`config.mk`:
```
export PLATFORM = sky130hd
export DESIGN_NAME = sync_sram_store
export DESIGN_NICKNAME = d
export VERILOG_FILES = /design/src/rtl/sync_sram_store.sv
export SDC_FILE = /design/constraint.sdc
export NUM_CORES = 1
export LEC_CHECK = 0
export ABC_AREA = 1
export CAP_MARGIN = 10
export CORE_MARGIN = 4
export CORE_UTILIZATION = 51
export CTS_BUF_LIST = sky130_fd_sc_hd__clkbuf_16
export CTS_CLUSTER_SIZE = 40
export DETAILED_ROUTE_END_ITERATION = 7
export PLACE_DENSITY = 0.75
export SYNTH_ARGS = -nofsm -noshare
export SYNTH_HDL_FRONTEND = slang
export SYNTH_SLANG_ARGS = --single-unit
```
`constraint.sdc`:
```
create_clock -name clk -period 4.3 [get_ports clk]
set_clock_uncertainty 0.1 [all_clocks]
set_input_delay 0.645 -clock clk [delete_from_list [all_inputs] [get_ports clk]]
set_output_delay 0.645 -clock clk [all_outputs]
set_load 0.02 [all_outputs]
```
`src/rtl/sync_sram_store.sv`:
```
`default_nettype none
// +----------------------------------------------------------------------------+
// | sync_sram_store: clocked word store with ready handshake, wait states and  |
// | post-reset clear sweep. Optional parity via SYNC_SRAM_PARITY_EN.           |
// | Revision: 1.0                                                              |
// +----------------------------------------------------------------------------+
module sync_sram_store #(
  parameter int DATA_WIDTH     = 32,
  parameter int ADDR_WIDTH     = 5,
  parameter int WAIT_STATES    = 0,
  parameter int CLEAR_ON_RESET = 1
) (
  input  logic                  clk,
  input  logic                  reset_n,
  input  logic                  req,
  input  logic                  we,
  input  logic [ADDR_WIDTH-1:0] addr,
  input  logic [DATA_WIDTH-1:0] wdata,
  output logic                  ready,
  output logic [DATA_WIDTH-1:0] rdata,
  output logic                  rvalid,
`ifdef SYNC_SRAM_PARITY_EN
  output logic                  parity_err,
`endif
  output logic                  clearing
);

  localparam int          c_DEPTH = 1 << ADDR_WIDTH;
  localparam logic [3:0]  c_WS    = 4'(WAIT_STATES);
  localparam logic [1:0]  c_CLEAR = 2'd0;
  localparam logic [1:0]  c_IDLE  = 2'd1;
  localparam logic [1:0]  c_WAIT  = 2'd2;

  logic [DATA_WIDTH-1:0] r_mem [0:c_DEPTH-1];

  logic [1:0]            r_state;
  logic                  r_ready;
  logic                  r_clearing;
  logic [ADDR_WIDTH-1:0] r_ptr;
  logic [3:0]            r_cnt;
  logic [ADDR_WIDTH-1:0] r_addr;
  logic                  r_rd;
  logic                  r_fire;
  logic [DATA_WIDTH-1:0] r_rdata;
  logic                  r_rvalid;

  logic                  w_accept;
  logic                  w_mem_we;
  logic [ADDR_WIDTH-1:0] w_mem_addr;
  logic [DATA_WIDTH-1:0] w_mem_din;

  assign w_accept   = r_ready && req && (r_state == c_IDLE);
  assign w_mem_we   = reset_n && ((r_state == c_CLEAR) || (w_accept && we));
  assign w_mem_addr = (r_state == c_CLEAR) ? r_ptr : addr;
  assign w_mem_din  = (r_state == c_CLEAR) ? '0 : wdata;

  // Array has no reset: only the sweep or an accepted write changes it.
  always_ff @(posedge clk) begin
    if (w_mem_we) r_mem[w_mem_addr] <= w_mem_din;
  end

  always_ff @(posedge clk) begin
    if (!reset_n) begin
      r_state    <= (CLEAR_ON_RESET != 0) ? c_CLEAR : c_IDLE;
      r_ready    <= 1'b0;
      r_clearing <= (CLEAR_ON_RESET != 0);
      r_ptr      <= '0;
      r_cnt      <= 4'd0;
      r_addr     <= '0;
      r_rd       <= 1'b0;
      r_fire     <= 1'b0;
      r_rdata    <= '0;
      r_rvalid   <= 1'b0;
    end else begin
      // r_fire marks the edge on which the captured read lands in rdata.
      r_fire   <= 1'b0;
      r_rvalid <= r_fire;
      if (r_fire) r_rdata <= r_mem[r_addr];
      case (r_state)
        c_CLEAR: begin
          r_ptr <= r_ptr + 1'b1;
          if (r_ptr == '1) begin
            r_state    <= c_IDLE;
            r_clearing <= 1'b0;
            r_ready    <= 1'b1;
          end
        end
        c_IDLE: begin
          r_ready <= 1'b1;
          if (w_accept) begin
            r_addr <= addr;
            r_rd   <= ~we;
            if (c_WS == 4'd0) begin
              r_fire <= ~we;
            end else begin
              r_state <= c_WAIT;
              r_ready <= 1'b0;
              r_cnt   <= c_WS;
            end
          end
        end
        c_WAIT: begin
          r_cnt <= r_cnt - 4'd1;
          if (r_cnt == 4'd1) begin
            r_state <= c_IDLE;
            r_ready <= 1'b1;
            r_fire  <= r_rd;
          end
        end
        default: r_state <= c_IDLE;
      endcase
    end
  end

`ifdef SYNC_SRAM_PARITY_EN
  logic r_par [0:c_DEPTH-1];
  logic r_perr;

  always_ff @(posedge clk) begin
    if (w_mem_we) r_par[w_mem_addr] <= ^w_mem_din;
  end

  always_ff @(posedge clk) begin
    if (!reset_n) r_perr <= 1'b0;
    else          r_perr <= r_fire && (r_par[r_addr] != ^r_mem[r_addr]);
  end

  assign parity_err = r_perr;
`endif

  assign ready    = r_ready;
  assign rdata    = r_rdata;
  assign rvalid   = r_rvalid;
  assign clearing = r_clearing;

endmodule
`default_nettype wire
```
==> results.py <==
metrics = {
    "floorplanning": {
        "rows": 106,
        "initial_core_util_pct": 51.7,
        "die_area_mm2": 0.0899,
        "fp.dieH_um": 300,
        "pin_count": 76,
        "die_w_um": 300,
        "core_mm2": 0.0840,
    },
    "power_and_ir_drop": {
        "p_per_area_mw_per_mm2": 412,
        "p_total_mw": 19.9,
        "ir_drop_uv": 289,
        "p_leak_nw": 17.5,
    },
    "logic_synthesis": {
        "synth_cell_types": 26,
        "syn_avg_cell_area_um2": 11.7,
        "yosys_register_bits": 1071,
        "synthMostInstantiatedCell": "nand2_1",
        "synthTopCellsByCount": "nand2_1, edfxtp_1, nand3_1",
        "yosys_warnings": 0,
        "synthCells": 3698,
        "synth_nets": 3741,
        "synth_seq_area_share_pct": 73.0,
        "yosys_most_used_dff": "edfxtp_1",
        "synth.area.top_cells": "edfxtp_1, nand2_1, nand3_1, dfxtp_1, buf_2",
        "synthArstFlopShare_pct": 0,
        "synth_edf_count": 1024,
        "netlist_area_mm2": 0.0434,
        "synth_top_area_share_pct": 70.8,
        "yosys.area.top_type": "edfxtp_1",
    },
    "layout": {
        "area_growth_pct": 11.6,
        "filler_cell_count": 6421,
        "multiInputGateArea_mm2": 0.0103,
        "num_antenna_cells": 0,
        "register_area_mm2": 0.0317,
        "drive_gt1_share_pct": 7.57,
        "post-route-util_pct": 57.7,
        "nets": 3777,
        "final_cells": 4954,
        "design_area_mm2": 0.0484,
    },
    "setup_path": {
        "crit_chain": "inv_2 -> o21ai_0 -> nand3_1 -> nor2_4 -> buf_4",
        "slowest_delay_ns": 0.63,
        "worstSetupStartpointType": "flop",
        "crit_slowest_cell": "o21ai_0",
        "endpoint_kind": "flop",
        "crit_required_ns": 4.48,
        "path_class": "reg2reg",
        "critPathMaxFanout": 32,
        "cp.arrival_ns": 3.26,
    },
    "place": {
        "place.gp.congestion": 0.861,
        "dp.cells": 4763,
        "post-place-ws_ns": 0.775,
        "dpl.hpwl_um": 60700,
        "placed_area_mm2": 0.0453,
        "portBuffers": 75,
    },
    "routing": {
        "antenna_left": 0,
        "post_drt_wl_per_cell_um": 22.4,
        "firstDrtPassIters": 6,
        "first_iter_violations": 3964,
        "viasPerCell": 5.78,
        "vias": 28600,
        "route.final.wire_length_um": 111000,
        "drc_errors": 0,
    },
    "clock_network": {
        "clock_latency_ns": 0.66,
        "cts_setup_buffers": 0,
        "cts-root-buf": "clkbuf_16",
        "cts_hold_buf": 0,
        "clock_path_buffers": 3,
        "cts_buffers": 101,
        "clock_sinks": 1071,
        "h-tree-depth": 3,
        "ctsResizeCount": 0,
        "cts_tree": "yes",
        "clkTransAtPathRegs_ns": 0.06,
    },
    "grt": {
        "grt_util_met2_pct": 39.3,
        "met3_usage_pct": 4.44,
        "busiest_layer": "met2",
        "overflow": 0,
        "grt_use_total_pct": 24.3,
        "grt_pass1_wl_um": 166000,
        "grt_max_degree": 187,
        "grt_pass1_vias": 27500,
        "met1_usage_pct": 32.4,
        "antenna_found_initial": 0,
    },
    "timing": {
        "tightest_slew_ns": 1.28,
        "drv_slew": 0,
        "tns_ns": 0,
        "hold_viol_final": 0,
        "period_minus_slack_ns": 3.08,
        "hold-worst-slack_ns": 0.376,
        "rsz0062_at_grt": "false",
        "setup_ws_ns": 1.22,
        "setup_viol": 0,
        "slew_headroom_pct": 14.3,
        "max_freq_mhz": 325,
        "fin_crit_sh_pct": 71.6,
    },
    "worst_hold_path": {
        "hold_class": "reg2reg",
    },
    "outcome": {
        "status": "finished clean",
    },
    "job": {
        "max-cap-violations": 0,
    },
}
==> layer usage <==
layer	part of all wire, %	wire [um]
met1	37	41500
met2	47	52200
met3	11	11900
met4	4.7	5220
met5	0	0
==> cell families (layout without fill, tap and decap cells) <==
family          after synthesis  after routing  share of synthesized area [%]
mux                           1              1                         0.0231
compound gates               88             88                           1.17
simple gates               2245           2245                           21.9
buf+inv                     291            413                           3.89
flops                      1071           1071                           73.0
fa+ha+maj                     2              2                         0.0576
==> area by class of cell <==
| cell class | instances | area share [%] |
|---|---|---|
| inverter | 55 | 0.488 |
| tap | 1134 | 2.93 |
| clock inverter | 87 | 1.13 |
| multi-input combinational | 2336 | 21.2 |
| clock buffer | 102 | 5.27 |
| timing repair buffer | 169 | 3.52 |
| sequential | 1071 | 65.5 |
==> cells in the final DEF (no fill, tap or decap), types with 3 or more instances in the layout <==
master and count:
clkinv_2 18, clkdlybuf4s50_1 74, clkinv_8 3, nand3_1 837, o21ai_0 43, inv_1 81, dfxtp_1 40, nor3_1 4
buf_12 17, clkbuf_16 102, bufinv_16 6, edfxtp_1 1024, inv_2 4, a21oi_1 26, buf_4 75, a21oi_2 17
nor2_1 9, nand2_1 1359, dfxtp_4 5, nor2_4 30, clkinv_1 26
==> flip-flops by register name, summed over array words and instances (netlist names) <==
signal    count
r_ptr         5
r_addr        5
r_state       1
clearing      1
rvalid        1
rdata        32
ready         1
r_fire        1
r_mem      1024
==> critical path, delay by kind of cell (launching register included) <==
| family | cells | cell delay, ns |
|---|---|---|
| buf+inv | 2 | 0.63 |
| flops | 1 | 0.52 |
| compound gates | 1 | 0.63 |
| simple gates | 2 | 0.79 |
==> power by group <==
group | total [mW] | switching (mW) | internal [mW]
clock network | 8.36 | 3.72 | 4.65
registers | 11.3 | 0.0158 | 11.3
logic | 0.252 | 0.169 | 0.0828
==> worst paths after layout <==
check / start / end / slack (ns) / cells after the start
max: r_state[0] / r_mem[26][22] / 1.22 / 5
min: clearing / clearing / 0.38 / 2
max reg2reg: r_state[0] / r_mem[26][22] / 1.22 / 5
min reg2reg: clearing / clearing / 0.38 / 2
No activity file was read; power rests on OpenSTA's default activity.
